$ cat src/rtl/cal_pkg.sv
// Shared constants and types for the calculator command parser: ASCII codes,
// opcode and error encodings, and the parser state type.
package cal_pkg;

    localparam logic [7:0] ASCII_0     = 8'h30;
    localparam logic [7:0] ASCII_9     = 8'h39;
    localparam logic [7:0] ASCII_PLUS  = 8'h2B;
    localparam logic [7:0] ASCII_MINUS = 8'h2D;
    localparam logic [7:0] ASCII_STAR  = 8'h2A;
    localparam logic [7:0] ASCII_SLASH = 8'h2F;
    localparam logic [7:0] ASCII_EQ    = 8'h3D;
    localparam logic [7:0] ASCII_CR    = 8'h0D;
    localparam logic [7:0] ASCII_SPACE = 8'h20;
    localparam logic [7:0] ASCII_LF    = 8'h0A;

    localparam logic [1:0] OP_ADD = 2'd0;
    localparam logic [1:0] OP_SUB = 2'd1;
    localparam logic [1:0] OP_MUL = 2'd2;
    localparam logic [1:0] OP_DIV = 2'd3;

    localparam logic [1:0] ERR_NONE     = 2'd0;
    localparam logic [1:0] ERR_SYNTAX   = 2'd1;
    localparam logic [1:0] ERR_OVERFLOW = 2'd2;
    localparam logic [1:0] ERR_OVERRUN  = 2'd3;

    typedef enum logic [2:0] {
        ST_IDLE,
        ST_OPA,
        ST_OPB,
        ST_HOLD,
        ST_ERR
    } parser_state_t;

endpackage

$ cat src/rtl/cal_cmd_parser_if.sv
// Byte-in / command-out bundle of the parser. Echo signals exist only when
// CAL_PARSER_ECHO_EN is defined.
interface cal_cmd_parser_if #(
    parameter int DATA_W = 16
);
    // Command handshake: the parser raises cmd_valid and holds op_a/op_b/opcode
    // stable until a cycle with cmd_valid && cmd_ready; the command transfers there.
    logic [7:0]        rx_data;
    logic              rx_valid;
    logic [DATA_W-1:0] op_a;
    logic [DATA_W-1:0] op_b;
    logic [1:0]        opcode;
    logic              cmd_valid;
    logic              cmd_ready;
    logic              err;
    logic [1:0]        err_code;
`ifdef CAL_PARSER_ECHO_EN
    logic [7:0]        tx_data;
    logic              tx_start;
    logic              tx_busy;
`endif

    modport master (
        input  rx_data, rx_valid, cmd_ready,
`ifdef CAL_PARSER_ECHO_EN
        input  tx_busy,
        output tx_data, tx_start,
`endif
        output op_a, op_b, opcode, cmd_valid, err, err_code
    );

    modport slave (
        output rx_data, rx_valid, cmd_ready,
`ifdef CAL_PARSER_ECHO_EN
        output tx_busy,
        input  tx_data, tx_start,
`endif
        input  op_a, op_b, opcode, cmd_valid, err, err_code
    );

endinterface

$ cat src/rtl/cal_ascii_class.sv
// Combinational byte classifier: digit/op/term/space flags, digit value and opcode.
module cal_ascii_class
    import cal_pkg::*;
(
    input  logic [7:0] byte_i,
    output logic       is_digit_o,
    output logic       is_op_o,
    output logic       is_term_o,
    output logic       is_space_o,
    output logic [3:0] digit_o,
    output logic [1:0] op_o
);

    assign is_digit_o = (byte_i >= ASCII_0) && (byte_i <= ASCII_9);
    assign is_term_o  = (byte_i == ASCII_EQ) || (byte_i == ASCII_CR);
    assign is_space_o = (byte_i == ASCII_SPACE) || (byte_i == ASCII_LF);
    // ASCII digits sit at 0x30..0x39, so the low nibble is the value.
    assign digit_o    = byte_i[3:0];

    always_comb begin
        is_op_o = 1'b0;
        op_o    = OP_ADD;
        case (byte_i)
            ASCII_PLUS:  begin is_op_o = 1'b1; op_o = OP_ADD; end
            ASCII_MINUS: begin is_op_o = 1'b1; op_o = OP_SUB; end
            ASCII_STAR:  begin is_op_o = 1'b1; op_o = OP_MUL; end
            ASCII_SLASH: begin is_op_o = 1'b1; op_o = OP_DIV; end
            default:     ;
        endcase
    end

endmodule

$ cat src/rtl/cal_cmd_parser.sv
// Parses "<A><op><B><term>" ASCII lines into a binary command with error flags.
// Optional byte echo to a UART transmitter is built when CAL_PARSER_ECHO_EN is defined.
module cal_cmd_parser
    import cal_pkg::*;
#(
    parameter int DATA_W     = 16,
    parameter int MAX_DIGITS = 4
) (
    input  logic                clk,
    input  logic                rst,
    cal_cmd_parser_if.master    cmd_if,
    output parser_state_t       state_o
);

    localparam int               CNT_W    = $clog2(MAX_DIGITS + 1);
    localparam logic [CNT_W-1:0] CNT_FULL = CNT_W'(MAX_DIGITS);

    parser_state_t     state_q, state_d;
    logic [DATA_W-1:0] op_a_q, op_a_d, op_b_q, op_b_d;
    logic [1:0]        opcode_q, opcode_d, err_code_q, err_code_d;
    logic [CNT_W-1:0]  cnt_q, cnt_d;
    logic              cmd_valid_q, cmd_valid_d, err_q, err_d;

    logic              is_digit, is_op, is_term, is_space;
    logic [3:0]        digit;
    logic [1:0]        op;
    logic              rx_valid;
    logic [DATA_W-1:0] digit_ext;

    assign rx_valid  = cmd_if.rx_valid;
    assign digit_ext = {{(DATA_W-4){1'b0}}, digit};

    cal_ascii_class u_class (
        .byte_i     (cmd_if.rx_data),
        .is_digit_o (is_digit),
        .is_op_o    (is_op),
        .is_term_o  (is_term),
        .is_space_o (is_space),
        .digit_o    (digit),
        .op_o       (op)
    );

    // acc*10 + d without a multiplier; the digit limit keeps it from wrapping.
    function automatic logic [DATA_W-1:0] acc10(input logic [DATA_W-1:0] acc,
                                                input logic [DATA_W-1:0] d);
        return (acc << 3) + (acc << 1) + d;
    endfunction

    always_comb begin
        state_d     = state_q;
        op_a_d      = op_a_q;
        op_b_d      = op_b_q;
        opcode_d    = opcode_q;
        cnt_d       = cnt_q;
        cmd_valid_d = cmd_valid_q;
        err_d       = 1'b0;
        err_code_d  = err_code_q;
        case (state_q)
            ST_IDLE: if (rx_valid) begin
                if (is_digit) begin
                    op_a_d  = digit_ext;
                    cnt_d   = CNT_W'(1);
                    state_d = ST_OPA;
                end else if (!(is_term || is_space)) begin
                    err_d = 1'b1; err_code_d = ERR_SYNTAX; state_d = ST_ERR;
                end
            end
            ST_OPA: if (rx_valid) begin
                if (is_digit && cnt_q == CNT_FULL) begin
                    err_d = 1'b1; err_code_d = ERR_OVERFLOW; state_d = ST_ERR;
                end else if (is_digit) begin
                    op_a_d = acc10(op_a_q, digit_ext);
                    cnt_d  = cnt_q + CNT_W'(1);
                end else if (is_op) begin
                    opcode_d = op;
                    op_b_d   = '0;
                    cnt_d    = '0;
                    state_d  = ST_OPB;
                end else if (!is_space) begin
                    err_d = 1'b1; err_code_d = ERR_SYNTAX; state_d = ST_ERR;
                end
            end
            ST_OPB: if (rx_valid) begin
                if (is_digit && cnt_q == CNT_FULL) begin
                    err_d = 1'b1; err_code_d = ERR_OVERFLOW; state_d = ST_ERR;
                end else if (is_digit) begin
                    op_b_d = acc10(op_b_q, digit_ext);
                    cnt_d  = cnt_q + CNT_W'(1);
                end else if (is_term && cnt_q != '0) begin
                    cmd_valid_d = 1'b1;
                    state_d     = ST_HOLD;
                end else if (is_term) begin
                    // The line already ended, so there is nothing left to discard.
                    err_d = 1'b1; err_code_d = ERR_SYNTAX; state_d = ST_IDLE;
                end else if (!is_space) begin
                    err_d = 1'b1; err_code_d = ERR_SYNTAX; state_d = ST_ERR;
                end
            end
            ST_HOLD: begin
                if (rx_valid) begin
                    err_d = 1'b1; err_code_d = ERR_OVERRUN;
                end
                if (cmd_valid_q && cmd_if.cmd_ready) begin
                    cmd_valid_d = 1'b0;
                    state_d     = ST_IDLE;
                end
            end
            ST_ERR: if (rx_valid && is_term) state_d = ST_IDLE;
            default: state_d = ST_IDLE;
        endcase
    end

    always_ff @(posedge clk) begin
        if (rst) begin
            state_q     <= ST_IDLE;
            op_a_q      <= '0;
            op_b_q      <= '0;
            opcode_q    <= OP_ADD;
            cnt_q       <= '0;
            cmd_valid_q <= 1'b0;
            err_q       <= 1'b0;
            err_code_q  <= ERR_NONE;
        end else begin
            state_q     <= state_d;
            op_a_q      <= op_a_d;
            op_b_q      <= op_b_d;
            opcode_q    <= opcode_d;
            cnt_q       <= cnt_d;
            cmd_valid_q <= cmd_valid_d;
            err_q       <= err_d;
            err_code_q  <= err_code_d;
        end
    end

    assign cmd_if.op_a      = op_a_q;
    assign cmd_if.op_b      = op_b_q;
    assign cmd_if.opcode    = opcode_q;
    assign cmd_if.cmd_valid = cmd_valid_q;
    assign cmd_if.err       = err_q;
    assign cmd_if.err_code  = err_code_q;
    assign state_o          = state_q;

`ifdef CAL_PARSER_ECHO_EN
    // Bytes dropped as overrun are not echoed; a busy transmitter loses the echo.
    logic [7:0] tx_data_q;
    logic       tx_start_q;
    logic       echo_d;

    assign echo_d = rx_valid && (state_q != ST_HOLD) && !cmd_if.tx_busy;

    always_ff @(posedge clk) begin
        if (rst) begin
            tx_data_q  <= '0;
            tx_start_q <= 1'b0;
        end else begin
            tx_start_q <= echo_d;
            if (echo_d) tx_data_q <= cmd_if.rx_data;
        end
    end

    assign cmd_if.tx_data  = tx_data_q;
    assign cmd_if.tx_start = tx_start_q;
`endif

endmodule

$ cat src/flat_wrapper.sv
// flat-port wrapper written by rule: the top's interface ports become plain ports
module cal_cmd_parser_flat import cal_pkg::*;
#(
    parameter int DATA_W     = 16,
    parameter int MAX_DIGITS = 4
)
  (clk, rst, state_o, cmd_if_rx_data, cmd_if_rx_valid, cmd_if_cmd_ready, cmd_if_op_a, cmd_if_op_b, cmd_if_opcode, cmd_if_cmd_valid, cmd_if_err, cmd_if_err_code);
  cal_cmd_parser_if #(.DATA_W(DATA_W)) cmd_if_i ();
  input  logic clk;
  input  logic rst;
  output parser_state_t state_o;
  input wire logic [$bits(cmd_if_i.rx_data)-1:0] cmd_if_rx_data;
  input wire logic [$bits(cmd_if_i.rx_valid)-1:0] cmd_if_rx_valid;
  input wire logic [$bits(cmd_if_i.cmd_ready)-1:0] cmd_if_cmd_ready;
  output wire logic [$bits(cmd_if_i.op_a)-1:0] cmd_if_op_a;
  output wire logic [$bits(cmd_if_i.op_b)-1:0] cmd_if_op_b;
  output wire logic [$bits(cmd_if_i.opcode)-1:0] cmd_if_opcode;
  output wire logic [$bits(cmd_if_i.cmd_valid)-1:0] cmd_if_cmd_valid;
  output wire logic [$bits(cmd_if_i.err)-1:0] cmd_if_err;
  output wire logic [$bits(cmd_if_i.err_code)-1:0] cmd_if_err_code;
  assign cmd_if_i.rx_data = cmd_if_rx_data;
  assign cmd_if_i.rx_valid = cmd_if_rx_valid;
  assign cmd_if_i.cmd_ready = cmd_if_cmd_ready;
  assign cmd_if_op_a = cmd_if_i.op_a;
  assign cmd_if_op_b = cmd_if_i.op_b;
  assign cmd_if_opcode = cmd_if_i.opcode;
  assign cmd_if_cmd_valid = cmd_if_i.cmd_valid;
  assign cmd_if_err = cmd_if_i.err;
  assign cmd_if_err_code = cmd_if_i.err_code;
  cal_cmd_parser #(.DATA_W(DATA_W), .MAX_DIGITS(MAX_DIGITS)) u_core (.clk(clk), .rst(rst), .cmd_if(cmd_if_i), .state_o(state_o));
endmodule
$ cat config.mk
export PLATFORM = sky130hd
export DESIGN_NAME = cal_cmd_parser_flat
export DESIGN_NICKNAME = d
export VERILOG_FILES = /design/src/rtl/cal_pkg.sv /design/src/rtl/cal_cmd_parser_if.sv /design/src/rtl/cal_ascii_class.sv /design/src/rtl/cal_cmd_parser.sv /design/src/flat_wrapper.sv
export SDC_FILE = /design/constraint.sdc
export NUM_CORES = 1
export LEC_CHECK = 0
export CAP_MARGIN = 20
export CORE_MARGIN = 8
export CORE_UTILIZATION = 51
export DETAILED_ROUTE_END_ITERATION = 12
export GPL_ROUTABILITY_DRIVEN = 1
export PLACE_DENSITY = 0.9
export SYNTH_ARGS = -nofsm -noshare
export SYNTH_HDL_FRONTEND = slang
export SYNTH_HIERARCHICAL = 1
export SYNTH_SLANG_ARGS = --single-unit
$ cat constraint.sdc
create_clock -name clk -period 2.6 [get_ports clk]
set_input_delay 0.26 -clock clk [delete_from_list [all_inputs] [get_ports clk]]
set_output_delay 0.26 -clock clk [all_outputs]
set_load 0.01 [all_outputs]
**Word level (Yosys, flattened, before mapping)**

Cells that the tools add are included.

- Register bits: 44
- Output and inout port bits: 41
- Bits of input ports: 12
- Logic and storage cells: 154

- Reduce and logical (&&, ||, !) cells: 23
- Equality and inequality tests: 36
- $lt $le $gt $ge: 2
- Mux-type cells: 78
- Bitwise logic cells: 2
- Add/sub/neg operators: 5

Operators with widths:

| operator | number |
|---|---|
| 16-bit two-way mux | 12 |
| 3-bit two-way mux | 24 |
| 16-bit case mux with 2 select lines | 2 |
| 8-bit by 6-bit == test with 1-bit output (second input constant) | 6 |
| 16-bit adder | 2 |
| 16-bit by 4-bit adder with 16-bit output | 2 |
| 2-bit two-way mux | 14 |
| 1-bit two-way mux | 20 |
| 2-bit != test (second input constant) | 10 |
| 8-bit by 4-bit == test with 1-bit output (second input constant) | 2 |
| 8-bit AND reduction | 2 |
| 3-bit case mux with 5 select lines | 1 |
| 2-bit by 1-bit != test with 1-bit output (second input constant) | 7 |
| 6-bit AND reduction | 2 |
| 11-bit AND reduction | 1 |
| 3-bit != test (second input constant) | 3 |
| 3-bit case mux with 3 select lines | 1 |
| 9-bit AND reduction | 1 |
| 8-bit by 6-bit >= comparator with 1-bit output (second input constant) | 1 |
| 8-bit by 6-bit less-or-equal comparator with 1-bit output (second input constant) | 1 |
| 2-bit case mux with 4 select lines | 1 |
| 3-bit by 2-bit == test with 1-bit output (second input constant) | 2 |
| 3-bit == test (second input constant) | 2 |
| 3-bit by 2-bit != test with 1-bit output (second input constant) | 2 |
| 15 further kinds | 25 |

**Depth between registers and ports, before layout**

Gate-level depths: netlist of the first run.

- Depth in word-level cells: 9
- Gate-level depth with buffers: 11
- Gate-level depth less buffers: 10

**Modules after synthesis**

Netlist of the first run, hierarchy kept.

By module, submodules not included:

| module | cells an instance | sequential area each (um2) | area an instance (um2) | times used |
|---|---|---|---|---|
| cal_cmd_parser | 445 | 880.8 | 3644.7 | 1 |
| cal_ascii_class | 22 | 0.0 | 168.9 | 1 |

**Worst setup path before layout of the first run**

OpenSTA, ideal clock, no wires.

- Path kind: flip-flop to flip-flop
- Start: register u_core.op_b_q[0] (netlist: u_core/cmd_if.op_b[0])
- End: register u_core.op_b_q[12] (netlist: u_core/cmd_if.op_b[12])
- Cell stages (with the launch flop): 11
- Slack: -0.134 ns
- Data arrival time: 2.608 ns
- Clock period less this slack: 2.734 ns
- Data required time: 2.474 ns
- Setup time: 0.126 ns
- Path buffers: 0
- Cells stage by stage: dfxtp_1 > inv_1 > fa_1 > inv_1 > fa_1 > a21o_1 > a31oi_1 > nor4b_1 > a2111oi_2 > xor2_1 > o21ai_0

- Cells in the longest elaborated chain, start to end: 6

Ends and longest elaborated chain:

| what | line | text |
|---|---|---|
| start, declared | cal_cmd_parser.sv:19 | `logic [DATA_W-1:0] op_a_q, op_a_d, op_b_q, op_b_d;` |
| start signal, assigned | cal_cmd_parser.sv:126 | `op_b_q <= op_b_d;` |
| 16-bit adder | cal_cmd_parser.sv:46 | `return (acc << 3) + (acc << 1) + d;` |
| 16-bit by 4-bit adder with 16-bit output | cal_cmd_parser.sv:46 |  |
| 16-bit two-way mux | cal_cmd_parser.sv:86 | `end else if (is_digit) begin` |
| 16-bit two-way mux | cal_cmd_parser.sv:84 | `if (is_digit && cnt_q == CNT_FULL) begin` |
| 16-bit two-way mux | cal_cmd_parser.sv:83 | `ST_OPB: if (rx_valid) begin` |
| 16-bit case mux with 2 select lines | cal_cmd_parser.sv:58 | `case (state_q)` |

Every way passes these cells. The select of a mux whose other input is x is not followed.
A chain may end at the register's enable or synchronous reset.

**Worst setup path in the final report of the first run**

- Start: register u_core.op_b_q[0] (netlist: u_core/cmd_if.op_b[0])
- End: register u_core.op_b_q[14] (netlist: u_core/cmd_if.op_b[14])

Same word-level chain as after synthesis.

==> summary.txt, run 1 <==
Route
  • Remaining antenna violation count: 0
  • Via count: about 4.1k
  • Vias per inst: 6.19
  • Initial DRC Count: 357
  • Routed WL: 11,900 um
  • Number of iterations in the first detailed-routing pass: 5
  • DRC viols: 0
  • DR WL/cell: 18.0 um

Critical path
  • Setup crit end kind: flip-flop
  • CP arrival: 2.93 ns
  • CP cell instances: inv_1, fa_1, inv_2, fa_2, a21o_1, a31oi_4, buf_6, nor4_4, a2111oi_4, xor2_1, o21ai_1
  • Worst path top cell family by delay: adder cells
  • Largest stage delay, worst path: between 0.5 and 0.6 ns
  • Max stage delay cell, worst path: fa_1
  • Critical path startpoint category: flip-flop
  • Crit Path Max Fanout: 2
  • CP bufs+invs: 3
  • Req. time, crit path: 2.79 ns
  • Kind of critical path: flip-flop to flip-flop

Yosys
  • Sequential area share after synthesis: 0.231
  • Post-synth EDFFs: 0
  • Synth Area in Compound Gates: 0.229
  • Avg Inst Size Synth: 8.17 sq um
  • Largest area contributor in the netlist: dfxtp_1
  • Post-synthesis simple-gate area fraction: 0.226
  • Post-synth ARST share: 0
  • Main synth FF type: dfxtp_1
  • Multiplexer area fraction after synthesis: 0.00787
  • Synth Area in Adders: 0.198
  • Largest family of logic cells by synthesized area: compound AO/OA/AOI/OAI gates
  • Synth Instances: 467
  • Ranking of synthesized cells by area: dfxtp_1 (23%), ha_1 (18%), a21oi_1 (5.5%), nand2_1 (4.4%), o21ai_0 (4.3%)
  • Synth Area in XOR/XNOR: 0.0620
  • Syn nets: approximately 540
  • Mapped Area: 3810 sq um
  • Synth warnings: 6
  • Post-synth cell types: 70
  • Synth top area share: 0.231
  • FF+latch count, synth: 44

CTS
  • CTS tree: yes
  • Clk buf depth: 2
  • Clk sinks: between 40 and 50
  • CTS Buf Count: 5
  • H-tree levels: 2
  • Root Buffer: clkbuf_8
  • Clock slew at reported path FFs: about 0.09 ns
  • Later-pin clock latency in the skew report: between 0.3 and 0.4 ns

Pwr
  • Flop pwr share: 0.490
  • Pwr dens: about 280 nW/um^2
  • Max VDD drop: about 200 uV
  • P_int: ~1.1 mW
  • Leak: between 2 and 2.5 nW
  • Combinational power share: 0.129
  • Net Sw Frac: 0.254
  • Sw Pwr: 358 uW
  • Clock power frac: 0.382

Flow run
  • Max_cap viols: 0

STA
  • Setup violations, final: 7
  • Slew margin rel.: 0.604
  • Period utilisation layout: 1.05
  • Skew final: just under 0.009 ns
  • Fin. Hold Viols: 0
  • Final max-slew violation count: 0
  • Slew @ Worst Pin: 0.592 ns
  • Setup WS post-layout: -0.137 ns
  • RSZ-0062 raised after global routing: yes
  • Max Clk Rate: 0.365 GHz
  • Min cycle time layout: 2.74 ns
  • Setup TNS Final: -0.286 ns

Placement
  • Port bufs: 52
  • DP Wirelength: just over 8000 um
  • Post-Place Cell Area: 4770 sq um
  • Placer Congestion: a little over 0.9

GRT
  • Gr usage total: 0.207
  • First-pass GRT wire length: 17,800 um
  • Vias in the first global route: 3,888
  • Overflow after GRT: 0
  • Antenna violations before repair: 0
  • Pin count of the biggest net entering global routing: 26

Layout
  • Synthesis-to-finish area growth: 30.7%
  • Fraction of layout cells with a size suffix above 1: 0.167
  • Layout fillers: 545
  • Layout Nets: 631
  • Antenna fix cells: 0
  • Design area: 4980 sq um

Min path
  • Worst min-delay path class: input port to flip-flop

Floorplan
  • Die W: 102 um
  • # IOs: 53
  • DIE AREA: 10,500 sq um
  • Core area: 7250 sq um
  • Initial Utilization: 0.526
  • Height of the die: 102 um
  • Row count: 31

Status
  • Failing checks: setup timing
  • Outcome: complete, but fails checks
## worst register-to-register path, cell delays in order (launching register included)
cell	delay, ns
dfxtp_2	0.34
inv_1	0.08
fa_1	0.56
inv_2	0.06
fa_2	0.34
a21o_1	0.23
a31oi_4	0.22
buf_6	0.14
nor4_4	0.04
a2111oi_4	0.33
xor2_1	0.19
o21ai_1	0.09
## cell type report
cell class,count,area [sq um],area share
Inverter,15,56.3,0.0113
Clock buffer,6,72.6,0.0146
Tap cell,99,124,0.0248
Timing Repair Buffer,110,963,0.193
Clock inverter,2,35.0,0.00703
Multi-Input combinational cell,385,2850,0.572
Sequential cell,44,883,0.177
## routing by layer
metal | routed length [um] | GRT usage | vias to the layer above
li1 | - | - | 1895
met3 | 744 | 0.0388 | 60
met4 | 564 | 0.0959 | 0
met5 | 0 | 0 | -
met2 | 5850 | 0.368 | 207
met1 | 4750 | 0.234 | 1929
## path summary, 6_finish.rpt
check | from | endpoint | slack [ns] | cells past startpoint
max | u_core/cmd_if.op_b[0]$_SDFFE_PP0P_ | u_core/cmd_if.op_b[14]$_SDFFE_PP0P_ | -0.14 | 11
min | cmd_if_rx_data[1] | u_core/cmd_if.op_a[1]$_SDFFE_PP0P_ | 0.48 | 3
max reg2reg | u_core/cmd_if.op_b[0]$_SDFFE_PP0P_ | u_core/cmd_if.op_b[14]$_SDFFE_PP0P_ | -0.14 | 11
min reg2reg | u_core/cmd_if.err_code[1]$_SDFFE_PP0P_ | u_core/cmd_if.err_code[1]$_SDFFE_PP0P_ | 0.49 | 2
## logic make-up after synthesis
group / Yosys count
XOR/XNOR: 27
multiplexers: 3
buffers and inverters: 38
adder cells (fa/ha/maj): 58
AND/OR/NAND/NOR: 161
AO/OA/AOI/OAI: 136
flip-flops: 44
## per-stage QoR
stage | setup WS, ns | hold slack [ns] | cells | utilization | total power, mW
6_report | -0.137 | 0.484 | 661 | 0.687 | 1.41
5_1_grt | -0.217 | 0.484 | 661 | 0.687 | 1.45
4_1_cts | -0.0180 | 0.492 | 661 | 0.675 | 1.41
3_5_place_dp | -0.531 | 0.476 | 651 | 0.658 | 0.879
3_3_place_gp | -0.446 | 0.438 | 651 | 0.658 | 0.871
2_1_floorplan | -0.00591 | 0.442 | 467 | - | 0.797
## cell usage in the layout, fill, tap and decap left out, types with 3 or more instances in the layout
cell,synthesis,final
a22oi_1,6,6
nand2_1,45,45
nand2b_1,10,10
nor4b_2,2,3
o21a_1,6,6
nand3b_1,5,5
a2bb2oi_1,3,3
clkdlybuf4s50_1,0,49
a21boi_0,3,3
nor3b_1,3,3
xor2_1,16,16
or3_1,4,4
fa_1,4,3
a21oi_1,42,39
nor3_1,9,9
nand3_1,13,13
buf_4,5,57
a211oi_1,5,3
o21ai_0,33,23
a21o_1,6,6
and3_1,3,3
ha_1,54,54
a21oi_2,0,3
nor2b_1,4,4
dfxtp_1,44,42
inv_1,15,13
o21ai_1,0,9
xnor2_1,11,11
nor2_1,41,41
a31oi_1,7,6
clkbuf_8,0,5
mux2i_1,3,3
## power groups by stage
stage / Clock, mW / Combinational (mW) / Sequential, mW
5_1_grt: 0.569 / 0.193 / 0.692
3_5_place_dp: 0 / 0.173 / 0.707
6_report: 0.539 / 0.182 / 0.691
2_1_floorplan: 0 / 0.0937 / 0.703
3_3_place_gp: 0 / 0.166 / 0.705
4_1_cts: 0.542 / 0.174 / 0.691
## cells in the mapped netlist, drive strengths merged, types with 3 or more instances
cell type and instances:
ha 54, nand2 45, dfxtp 44, a21oi 42
nor2 41, o21ai 33, xor2 16, inv 15
clkbuf 13, nand3 13, xnor2 11, buf 10
nand2b 10, nor3 9, a31oi 7, a21o 6
a22oi 6, o21a 6, a211oi 5, nand3b 5
nor3b 5, and3 4, fa 4, nor2b 4
nor4b 4, or3 4, a2111oi 3, a21boi 3
a2bb2oi 3, mux2i 3, nor4 3, or3b 3
## registers in the layout, summed over array words and instances, names as in the netlist
name and flops:
u_core/cmd_if.op_a 16, u_core/cmd_if.op_b 16, u_core/cnt_q 3, u_core/state_o 3
u_core/cmd_if.err_code 2, u_core/cmd_if.opcode 2, u_core/cmd_if.cmd_valid 1, u_core/cmd_if.err 1
## timing repair
item / CTS / global route
buffers inserted: 2 / 0
setup endpoints to repair: 15 / 21
pin swaps: 4 / 17
hold buffers: 0 / 0
resized for setup: 5 / 25
Note: power is estimated with default switching activity, not from simulation.
==> run 2: changes to the inputs <==
--- a/config.mk
+++ b/config.mk
@@ -5,12 +5,14 @@
 export SDC_FILE = /design/constraint.sdc
 export NUM_CORES = 1
 export LEC_CHECK = 0
+export ABC_CLOCK_PERIOD_IN_PS = 2600
 export CAP_MARGIN = 20
 export CORE_MARGIN = 8
-export CORE_UTILIZATION = 51
+export CORE_UTILIZATION = 50
 export DETAILED_ROUTE_END_ITERATION = 12
 export GPL_ROUTABILITY_DRIVEN = 1
-export PLACE_DENSITY = 0.9
+export PLACE_DENSITY = 0.89
+export SLEW_MARGIN = 30
 export SYNTH_ARGS = -nofsm -noshare
 export SYNTH_HDL_FRONTEND = slang
 export SYNTH_HIERARCHICAL = 1
==> run 2 against run 1 <==
  * Critical endpoint is now u_core/cmd_if.op_b[12]$_SDFFE_PP0P_
  * The run still ends with setup timing left
  * Sequential cell count unchanged
  * Clock-buffer cell count unchanged
  * Die area up 1.7%
  * Fmax up 3.9%
  * Combinational power about the same
==> summary.txt, run 2 (synthesis gave the netlist of run 1 again) <==
Status
  • Outcome: complete, but fails checks
  • Failing checks: setup timing

Pwr
  • Pwr dens: 261 nW/um^2
  • Leak: 2.21 nW
  • Net Sw Frac: 0.268
  • Total power: 1.30 mW
  • P_int: about 950 uW
  • Clock power frac: 0.330
  • Max VDD drop: between 200 and 250 uV
  • Combinational power share: 0.140
  • Flop pwr share: 0.530
  • Sw Pwr: 349 uW

Route
  • Routed WL: 11,000 um
  • Remaining antenna violation count: 0
  • Number of iterations in the first detailed-routing pass: 5
  • Vias per inst: 5.96
  • Via count: 3,977
  • Initial DRC Count: approximately 270
  • DRC viols: 0
  • DR WL/cell: between 15 and 20 um

Critical path
  • RR Startpoint: u_core/cmd_if.op_b[2]$_SDFFE_PP0P_
  • CP arrival: 2.83 ns
  • Kind of critical path: flip-flop to flip-flop
  • Setup crit end kind: flip-flop
  • Req. time, crit path: 2.79 ns
  • Reg2reg end: u_core/cmd_if.op_b[12]$_SDFFE_PP0P_
  • Worst R2R Setup Slack: -0.04 ns
  • Register-to-Register Path Depth: 10
  • Crit Path Max Fanout: 2
  • Critical path startpoint category: flip-flop

Min path
  • Hold Crit Start: u_core/cmd_if.op_b[15]$_SDFFE_PP0P_
  • Cell count of the worst hold path: 2
  • Min-Delay Endpoint: u_core/cmd_if.op_b[15]$_SDFFE_PP0P_
  • Worst min-delay path class: flip-flop to flip-flop

GRT
  • Vias in the first global route: 3,774
  • First-pass GRT wire length: 17,100 um
  • Antenna violations before repair: 0
  • Pin count of the biggest net entering global routing: 23
  • Overflow after GRT: 0
  • Gr usage total: 0.199

STA
  • Final max-slew violation count: 0
  • RSZ-0062 raised after global routing: yes
  • Max Clk Rate: 0.379 GHz
  • Fin Hold WS: 0.458 ns
  • Setup WS post-layout: -0.0356 ns
  • Setup violations, final: 2
  • Slew margin rel.: 0.606
  • Period utilisation layout: 1.01
  • Skew final: ~0.0069 ns
  • Min cycle time layout: around 2.6 ns
  • Slew @ Worst Pin: 0.589 ns
  • Fin. Hold Viols: 0

Floorplan
  • Core area: 7570 sq um
  • Die W: approximately 100 um
  • Initial Utilization: 0.504
  • # IOs: 53
  • DIE AREA: roughly 11,000 sq um
  • Row count: 32
  • Height of the die: 103 um

Layout
  • Multi-input logic area: 2850 sq um
  • Layout Nets: ~640
  • Commonest non-fill, non-tap cell in the layout: buf_4
  • Most frequent cells in the layout: buf_4 (61), ha_1 (53), clkdlybuf4s50_1 (49), nand2_1 (45), nor2_1 (41)
  • Synthesis-to-finish area growth: 30.7%
  • Fraction of layout cells with a size suffix above 1: 0.179
  • Sequential cell area: ~890 sq um
  • Antenna fix cells: 0
  • Design area: 4980 sq um
  • Layout fillers: approximately 580

CTS
  • CTS tree: yes
  • Later-pin clock latency in the skew report: 0.31 ns
  • CTS Buf Count: 5
  • H-tree levels: 2
  • Clock slew at reported path FFs: 0.09 ns
  • Clk sinks: 44
  • Root Buffer: clkbuf_8
  • Clk buf depth: 2
  • CTS Hold Bufs: 0

Placement
  • Post-Place Cell Area: approximately 4800 sq um
  • Port bufs: 52
  • DP Wirelength: 8100 um
  • Placer Congestion: 0.987

Flow run
  • Max_cap viols: 0
## run 2: changes by cell type in the layout (fill, tap and decap cells not counted), sizes merged
cell and change:
bufinv -1, buf +4, dlymetal6s2s -1, dlygate4sd2 +1
## run 2: per-layer routing
| layer | track usage | routed length (um) | vias up |
|---|---|---|---|
| li1 | - | - | 1898 |
| met1 | 0.237 | 4650 | 1891 |
| met2 | 0.344 | 5420 | 154 |
| met3 | 0.0408 | 647 | 34 |
| met4 | 0.0756 | 272 | 0 |
| met5 | 0 | 0 | - |
## run 2: cell type report
type                            instances  share of cell area
Timing Repair Buffer                  114               0.199
Clock buffer                            6              0.0146
Multi-Input combinational cell        385               0.571
Inverter                               15              0.0113
Clock inverter                          1             0.00100
Tap cell                              102              0.0256
Sequential cell                        44               0.178
## run 2: how the worst max path moves through the flow
| stage | startpoint | endpoint | cells past startpoint |
|---|---|---|---|
| 6_report | u_core/cmd_if.op_b[2]$_SDFFE_PP0P_ | u_core/cmd_if.op_b[12]$_SDFFE_PP0P_ | 10 |
| 5_1_grt | u_core/cmd_if.op_b[2]$_SDFFE_PP0P_ | u_core/cmd_if.op_b[14]$_SDFFE_PP0P_ | 11 |
| 4_1_cts | cmd_if_rx_data[2] | u_core/cmd_if.op_a[6]$_SDFFE_PP0P_ | 12 |
| 3_5_place_dp | cmd_if_rx_data[3] | u_core/cmd_if.op_b[12]$_SDFFE_PP0P_ | 11 |
| 3_3_place_gp | cmd_if_rx_data[3] | u_core/cmd_if.op_b[12]$_SDFFE_PP0P_ | 11 |
| 2_1_floorplan | u_core/cmd_if.op_b[0]$_SDFFE_PP0P_ | u_core/cmd_if.op_b[12]$_SDFFE_PP0P_ | 10 |
## run 2: worst max-delay path: stages, from the launching register on
cell and delay, ns:
dfxtp_2 0.34, inv_2 0.04, fa_1 0.51, inv_2 0.05, fa_2 0.34, a21o_1 0.23
a31oi_4 0.22, nor4b_2 0.08, a2111oi_2 0.41, xor2_1 0.22, o21ai_0 0.09
## run 2: power by group through the flow
| stage | Sequential, mW | Combinational (mW) | Clock [mW] |
|---|---|---|---|
| floorplan | 0.703 | 0.0937 | 0 |
| global placement | 0.707 | 0.170 | 0 |
| detailed placement | 0.707 | 0.176 | 0 |
| CTS | 0.691 | 0.177 | 0.443 |
| global route | 0.693 | 0.196 | 0.466 |
| finish | 0.691 | 0.183 | 0.430 |
## run 2: what timing repair did
item                       CTS  global route
buffers inserted             1             2
cloned                       0             0
pin swaps                    4            11
resized for setup            6            26
setup endpoints to repair   14            17
## run 2: through the flow
stage,util,setup TNS [ns],setup WS (ns),instances
after floorplan,-,-0.00591,-0.00591,467
after global placement,0.634,-6.13,-0.443,657
after detailed placement,0.634,-7.78,-0.524,657
after CTS,0.647,-0.000646,-0.000646,665
after global routing,0.659,-0.235,-0.109,667
final,0.659,-0.0455,-0.0356,667
